[src/rtl/mole_scheduler.sv]
// mole_scheduler: whack-a-mole sequencer; picks holes from an LFSR, times each mole on the
// frame tick, judges hammer strikes against the hole rectangles and tracks score, misses, win and lose.
module mole_scheduler #(
    parameter int         UP_TICKS  = 60,
    parameter int         GAP_TICKS = 30,
    parameter int         WIN_SCORE = 10,
    parameter int         MAX_MISS  = 3,
    parameter logic [7:0] LFSR_SEED = 8'hA5
) (
    input  logic        clk,
    input  logic        rst,
    input  logic        tick,
    input  logic        start,
    input  logic        center,
    input  logic [10:0] blkpos_x,
    input  logic [10:0] blkpos_y,
    output logic        top_left,
    output logic        top_center,
    output logic        top_right,
    output logic        bottom_left,
    output logic        bottom_center,
    output logic        bottom_right,
    output logic        win,
    output logic        lose,
    output logic [7:0]  score,
    output logic [3:0]  misses
);
    typedef enum logic [2:0] {IDLE, GAP, UP, WON, LOST} state_t;
    localparam logic [7:0]  SEED  = (LFSR_SEED == 8'h00) ? 8'h01 : LFSR_SEED;
    localparam logic [15:0] GAP_T = 16'(GAP_TICKS);
    localparam logic [15:0] UP_T  = 16'(UP_TICKS);
    state_t      state_q, state_d;
    logic [15:0] timer_q, timer_d;
    logic [7:0]  lfsr_q, lfsr_d;
    logic [2:0]  prev_hole_q, prev_hole_d;
    logic [5:0]  mole_q, mole_d;
    logic        win_q, win_d, lose_q, lose_d, center_q;
    logic [7:0]  score_q, score_d, score_inc;
    logic [3:0]  misses_q, misses_d, misses_inc;
    logic [11:0] sx, sy, x0, y0;
    logic [2:0]  h_mod, h_new;
    logic        strike, in_hole, last_tick;
    assign strike     = center & ~center_q;
    assign sx         = {1'b0, blkpos_x} + 12'd50;
    assign sy         = {1'b0, blkpos_y};
    // prev_hole_q is the hole currently up while in UP
    assign x0         = (prev_hole_q == 3'd0 || prev_hole_q == 3'd3) ? 12'd288 :
                        (prev_hole_q == 3'd1 || prev_hole_q == 3'd4) ? 12'd609 : 12'd929;
    assign y0         = (prev_hole_q < 3'd3) ? 12'd169 : 12'd569;
    assign in_hole    = sx >= x0 && sx <= x0 + 12'd99 && sy >= y0 && sy <= y0 + 12'd79;
    assign last_tick  = timer_q == 16'd1;
    assign h_mod      = (lfsr_q[2:0] >= 3'd6) ? lfsr_q[2:0] - 3'd6 : lfsr_q[2:0];
    assign h_new      = (h_mod != prev_hole_q) ? h_mod : (h_mod == 3'd5) ? 3'd0 : h_mod + 3'd1;
    assign score_inc  = (score_q == 8'hFF) ? score_q : score_q + 8'd1;
    assign misses_inc = (misses_q == 4'hF) ? misses_q : misses_q + 4'd1;
    always_comb begin
        state_d     = state_q;
        timer_d     = timer_q;
        prev_hole_d = prev_hole_q;
        mole_d      = mole_q;
        win_d       = win_q;
        lose_d      = lose_q;
        score_d     = score_q;
        misses_d    = misses_q;
        lfsr_d      = {1'b0, lfsr_q[7:1]} ^ (lfsr_q[0] ? 8'hB8 : 8'h00);
        case (state_q)
            IDLE, WON, LOST: begin
                mole_d = '0;
                if (start) begin
                    state_d  = GAP;
                    timer_d  = GAP_T;
                    score_d  = '0;
                    misses_d = '0;
                    win_d    = 1'b0;
                    lose_d   = 1'b0;
                end
            end
            GAP: begin
                mole_d = '0;
                if (tick && last_tick) begin
                    state_d     = UP;
                    timer_d     = UP_T;
                    prev_hole_d = h_new;
                    mole_d      = 6'd1 << h_new;
                end else if (tick) begin
                    timer_d = timer_q - 16'd1;
                end
            end
            UP: begin
                // a hit wins over a timeout landing on the same cycle
                if (strike && in_hole) begin
                    mole_d  = '0;
                    score_d = score_inc;
                    timer_d = GAP_T;
                    win_d   = score_inc == 8'(WIN_SCORE);
                    state_d = (score_inc == 8'(WIN_SCORE)) ? WON : GAP;
                end else if (tick && last_tick) begin
                    mole_d   = '0;
                    misses_d = misses_inc;
                    timer_d  = GAP_T;
                    lose_d   = misses_inc == 4'(MAX_MISS);
                    state_d  = (misses_inc == 4'(MAX_MISS)) ? LOST : GAP;
                end else if (tick) begin
                    timer_d = timer_q - 16'd1;
                end
            end
            default: state_d = IDLE;
        endcase
    end
    always_ff @(posedge clk or posedge rst) begin
        if (rst) begin
            state_q     <= IDLE;
            timer_q     <= '0;
            lfsr_q      <= SEED;
            prev_hole_q <= 3'd7;
            mole_q      <= '0;
            win_q       <= 1'b0;
            lose_q      <= 1'b0;
            score_q     <= '0;
            misses_q    <= '0;
            center_q    <= 1'b0;
        end else begin
            state_q     <= state_d;
            timer_q     <= timer_d;
            lfsr_q      <= lfsr_d;
            prev_hole_q <= prev_hole_d;
            mole_q      <= mole_d;
            win_q       <= win_d;
            lose_q      <= lose_d;
            score_q     <= score_d;
            misses_q    <= misses_d;
            center_q    <= center;
        end
    end
    assign {bottom_right, bottom_center, bottom_left, top_right, top_center, top_left} = mole_q;
    assign win    = win_q;
    assign lose   = lose_q;
    assign score  = score_q;
    assign misses = misses_q;
endmodule

[config.mk]
export PLATFORM = sky130hd
export DESIGN_NAME = mole_scheduler
export DESIGN_NICKNAME = d
export VERILOG_FILES = /design/src/rtl/mole_scheduler.sv
export SDC_FILE = /design/constraint.sdc
export NUM_CORES = 1
export LEC_CHECK = 0
export BUFFER_PORTS_ARGS = -buffer_cell sky130_fd_sc_hd__buf_2
export CORE_UTILIZATION = 40
export DETAILED_ROUTE_END_ITERATION = 8
export GPL_TIMING_DRIVEN = 0
export HOLD_SLACK_MARGIN = 0.12
export SKIP_CTS_REPAIR_TIMING = 1
export SYNTH_ARGS = -nofsm -noshare
export SYNTH_HDL_FRONTEND = slang
export SYNTH_SLANG_ARGS = --single-unit
[constraint.sdc]
create_clock -name clk -period 4.4 [get_ports clk]
set_input_delay 0.88 -clock clk [delete_from_list [all_inputs] [get_ports clk]]
set_output_delay 0.88 -clock clk [all_outputs]
set_load 0.01 [all_outputs]
==> run summary <==
The post-synthesis net count came out at 460. CTS built an H-tree with a depth of 2. The aggregate global-route resource usage is 0.171. The setup slack after layout is 387 ps. The path depth of the worst reg2reg path is 14. The worst hold path begins at lfsr_q[0].

The number of global-route vias before repair is a little over 3000. The largest total area in the synthesized netlist belongs to sky130_fd_sc_hd__dfrtp_1. Counting every sink on the clock net gives 51.

The final number of max-transition violations is 0. The repair_antennas step left the layout with diodes totalling 0. The maximum achievable frequency came out at about 250 MHz. In the synthesized netlist the dominant register cell turns out to be sky130_fd_sc_hd__dfrtp_1.

The kind of cell with the highest combined delay on the critical path is simple AND/OR/NAND/NOR gates. For this run, the number of Yosys warnings is 0. The post-synthesis area per instance is slightly below 9 sq um. The latest clock arrival within the worst-skew pair came out at 320 ps.

The final setup violation count is 0. The number of antenna violations at the first check in global routing came out at 0. The worst hold-check path type is register to register. The number of fillers in the final layout came out at 885. The capture endpoint of the worst hold path is lfsr_q[7]. Setup repair after global routing left no endpoint under its margin. The maximum number of pins on one net before global-route repair is 30.

The vertical die dimension is 96.7 um. The area taken by flip-flops and latches came out at 0.00128 sq mm. Input and output buffers added on the ports amount to 45. The global placement routability congestion is 0.810. For this block, the routed nets add up to 7930 um of wire. For this block, the initial DRC count from the detailed router was 98. The worst-case register-to-register setup slack came out at 700 ps. The detailed-routing iteration count for the pre-antenna-repair pass came out at 4.

TritonCTS built the clock tree. The maximum count of clock buffers along a single path is 2. After detailed routing, the number of remaining DRC violations is 0. The final critical path time including I/O delays and setup came out at about 4000 ps. Headroom to the max-slew limit came out at 0.573. The layout net count is 513. The register bit total from synthesis came out at 51. The post-route clock skew came out at 11.2 ps.

In this run the worst path has a maximum fanout of 10. The met3 demand-to-capacity share in global routing is 0.0253. The count of distinct cell types in the synthesized netlist came out at 64. The power per standard cell area is 285 mW/mm^2.

The effective utilization at floorplan came out at 0.413. The power consumption came out at about 0.0012 W. From synthesis to final layout, the design area changed by 13.3%. The number of synthesized flops with an enable pin came out at 0. The average wire length per cell after detail routing is 13.9 um. The critical path goes through buf_2 -> ha_1 -> a211oi_1 -> nor3b_1 -> xor2_1 -> ha_1 -> and3_1 -> nand3b_1 -> and4bb_1 -> a311oi_1 -> and4_1 -> buf_6 -> nor2_1 -> nor2_1 -> o22a_1. The count of mapped cells out of synthesis is 409. In the routed layout, each cell is associated on average with a via count of between 5 and 6. The met1 track utilization from global routing is 0.223. The share of synthesized area in the top cell type comes to 0.307.

met2 is the most crowded layer. The netlist area before placement came out at 0.00358 sq mm. Counting buffers and inverters, the worst setup path is 15 cells deep.

The buffers plus inverters on the worst setup path is 2. The slowest stage cell on the critical path is sky130_fd_sc_hd__nor3b_1. The row count came out at 34. The number of cells on the worst hold path came out at 0.

The clock transition time at the flip-flop clock pins of the worst setup and hold paths is ~100 ps. Clock tree synthesis inserted a total of 5 buffers. The data required time at the worst endpoint is 4610 ps.

The peak supply drop came out at 0.000151 V. STA classifies the critical path endpoint as a register. The nature of the critical path startpoint is an input port.

The fraction of registers with async set/reset is 1.00. The x dimension of the die is 96.7 um. After routing, the total negative slack on setup checks comes to 0 ps.

The core area came out at 0.00868 sq mm. Pin placement for this block handled 47 I/O pins. The transition time at the pin with the least slew margin is around 640 ps. The capture instance of the worst register-to-register path is timer_q[2]. Of the cells placed in the final design, the portion with a size suffix greater than 1 is 0.179.

The vias after detailed routing is 3163. The setup slack after placement came out at 73.9 ps. The signal arrival time at the worst endpoint came out at 4220 ps.

The flow ran to the end, and the final reports show no timing, DRC or antenna violations. The global-route wire length before repair came out at 13500 um. Max-cap violations in this run came to 0. The worst setup path is of the input port to register kind.

The final clock period utilization by the worst path came out at 0.912. The largest stage delay on the critical path is 500 ps. In the post-synthesis netlist, the biggest area contributors are sky130_fd_sc_hd__dfrtp_1 (31%), sky130_fd_sc_hd__ha_1 (8.4%), sky130_fd_sc_hd__dfstp_2 (5.1%). The die outline area came out at 0.00934 sq mm. The number of hold violations in the final report is 0.

The post-route antenna net violation count is 0. The worst register-to-register path begins at prev_hole_q[1]. CTS placed an instance of sky130_fd_sc_hd__clkbuf_8 at the clock tree root. The static leakage power is roughly 1.9 nW.

Of the synthesized area, sequential elements account for 0.358. The total overflow reported by the global router came out at 0. The met2 track utilization from global routing is 0.298. In the final layout, the multi-input gates occupy 0.00215 sq mm. The sum of net half-perimeters after detailed placement is 5980 um.
[worst register-to-register path, stage by stage (launching register included)]
cell	delay (ps)
sky130_fd_sc_hd__dfstp_2	530
sky130_fd_sc_hd__clkbuf_1	340
sky130_fd_sc_hd__xnor2_1	160
sky130_fd_sc_hd__nor2b_1	360
sky130_fd_sc_hd__inv_1	160
sky130_fd_sc_hd__ha_1	300
sky130_fd_sc_hd__and3_1	170
sky130_fd_sc_hd__nand3b_1	120
sky130_fd_sc_hd__and4bb_1	320
sky130_fd_sc_hd__a311oi_1	50
sky130_fd_sc_hd__and4_1	230
sky130_fd_sc_hd__buf_6	150
sky130_fd_sc_hd__nor2_1	350
sky130_fd_sc_hd__nor2_1	130
sky130_fd_sc_hd__o22a_1	230
[layer usage]
layer / wire length [um] / part of all wire
met1: 3790 / 0.48
met2: 3830 / 0.48
met3: 237 / 0.030
met4: 64 / 0.0081
met5: 0 / 0
[Yosys cell counts (all sizes together), types with 6 or more instances]
master  count
nand2      46
dfrtp      44
nor2       29
ha         24
o21ai      24
a21oi      21
inv        19
nand3      19
nor3       17
nor2b      13
nand2b     10
nand4      10
xor2       10
clkbuf      9
xnor2       8
a31oi       7
dfstp       7
o31ai       7
and3        6
[state kept, by name, indices dropped and copies added, names as in the netlist]
signal and cells:
timer_q 16, lfsr_q 8, score 8, mole_q 6
misses 4, prev_hole_q 3, state_q 3, center_q 1
lose 1, win 1
[cells in the final DEF (no fill, tap or decap), types with 6 or more instances in the layout]
cell | Yosys | routed
sky130_fd_sc_hd__inv_1 | 19 | 18
sky130_fd_sc_hd__ha_1 | 24 | 24
sky130_fd_sc_hd__a21oi_1 | 20 | 20
sky130_fd_sc_hd__o31ai_1 | 6 | 6
sky130_fd_sc_hd__clkbuf_1 | 9 | 9
sky130_fd_sc_hd__nand3_1 | 19 | 19
sky130_fd_sc_hd__o21ai_0 | 23 | 23
sky130_fd_sc_hd__dfstp_2 | 7 | 7
sky130_fd_sc_hd__a31oi_1 | 7 | 7
sky130_fd_sc_hd__nor2_1 | 28 | 28
sky130_fd_sc_hd__xnor2_1 | 8 | 8
sky130_fd_sc_hd__nand4_1 | 10 | 10
sky130_fd_sc_hd__nor3_1 | 13 | 13
sky130_fd_sc_hd__nand2_1 | 46 | 46
sky130_fd_sc_hd__dfrtp_1 | 44 | 44
sky130_fd_sc_hd__nor2b_1 | 13 | 13
sky130_fd_sc_hd__nand2b_1 | 10 | 10
sky130_fd_sc_hd__buf_2 | 1 | 46
sky130_fd_sc_hd__xor2_1 | 10 | 10
[logic make-up (layout without fill, tap and decap cells)]
| kind of cell | Yosys count | count (layout) | share of synthesized area |
|---|---|---|---|
| adder cells (fa/ha/maj) | 24 | 24 | 0.0838 |
| XOR/XNOR | 18 | 18 | 0.0440 |
| AO/OA/AOI/OAI | 98 | 98 | 0.185 |
| AND/OR/NAND/NOR | 179 | 179 | 0.269 |
| flip-flops | 51 | 51 | 0.358 |
| buffers and inverters | 33 | 87 | 0.0422 |
| multiplexers | 6 | 6 | 0.0171 |
[power breakdown]
part	total, W	switching, W	internal, W
Sequential	0.000558	0.0000469	0.000511
Clock	0.000299	0.000181	0.000118
Combinational	0.000303	0.000177	0.000126
[cell type report]
class	instances	share of cell area
multi-input cells	325	0.529
flip-flops and latches	51	0.316
repair buffers	46	0.0604
well taps	108	0.0333
plain buffers	14	0.0197
inverters	19	0.0176
clock buffers	5	0.0169
clock inverters	3	0.00708
[worst max-delay path by stage]
stage               slack (ps)          end        start
detailed placement          70   timer_q[2]  blkpos_x[1]
finish                     390   timer_q[2]  blkpos_x[1]
CTS                        390   timer_q[2]  blkpos_x[1]
global route                80  timer_q[13]  blkpos_x[1]
global placement           110   timer_q[2]  blkpos_x[1]
floorplan                  660  timer_q[15]  blkpos_x[1]
[stage by stage]
stage	utilization	cell area [sq um]	hold slack (ps)	std cells
2_1_floorplan	-	3580	333	409
4_1_cts	0.468	4060	373	571
6_report	0.468	4060	371	571
5_1_grt	0.468	4060	378	571
3_3_place_gp	0.455	3950	345	562
3_5_place_dp	0.457	3970	342	563
Note: power is estimated with default switching activity, not from simulation.
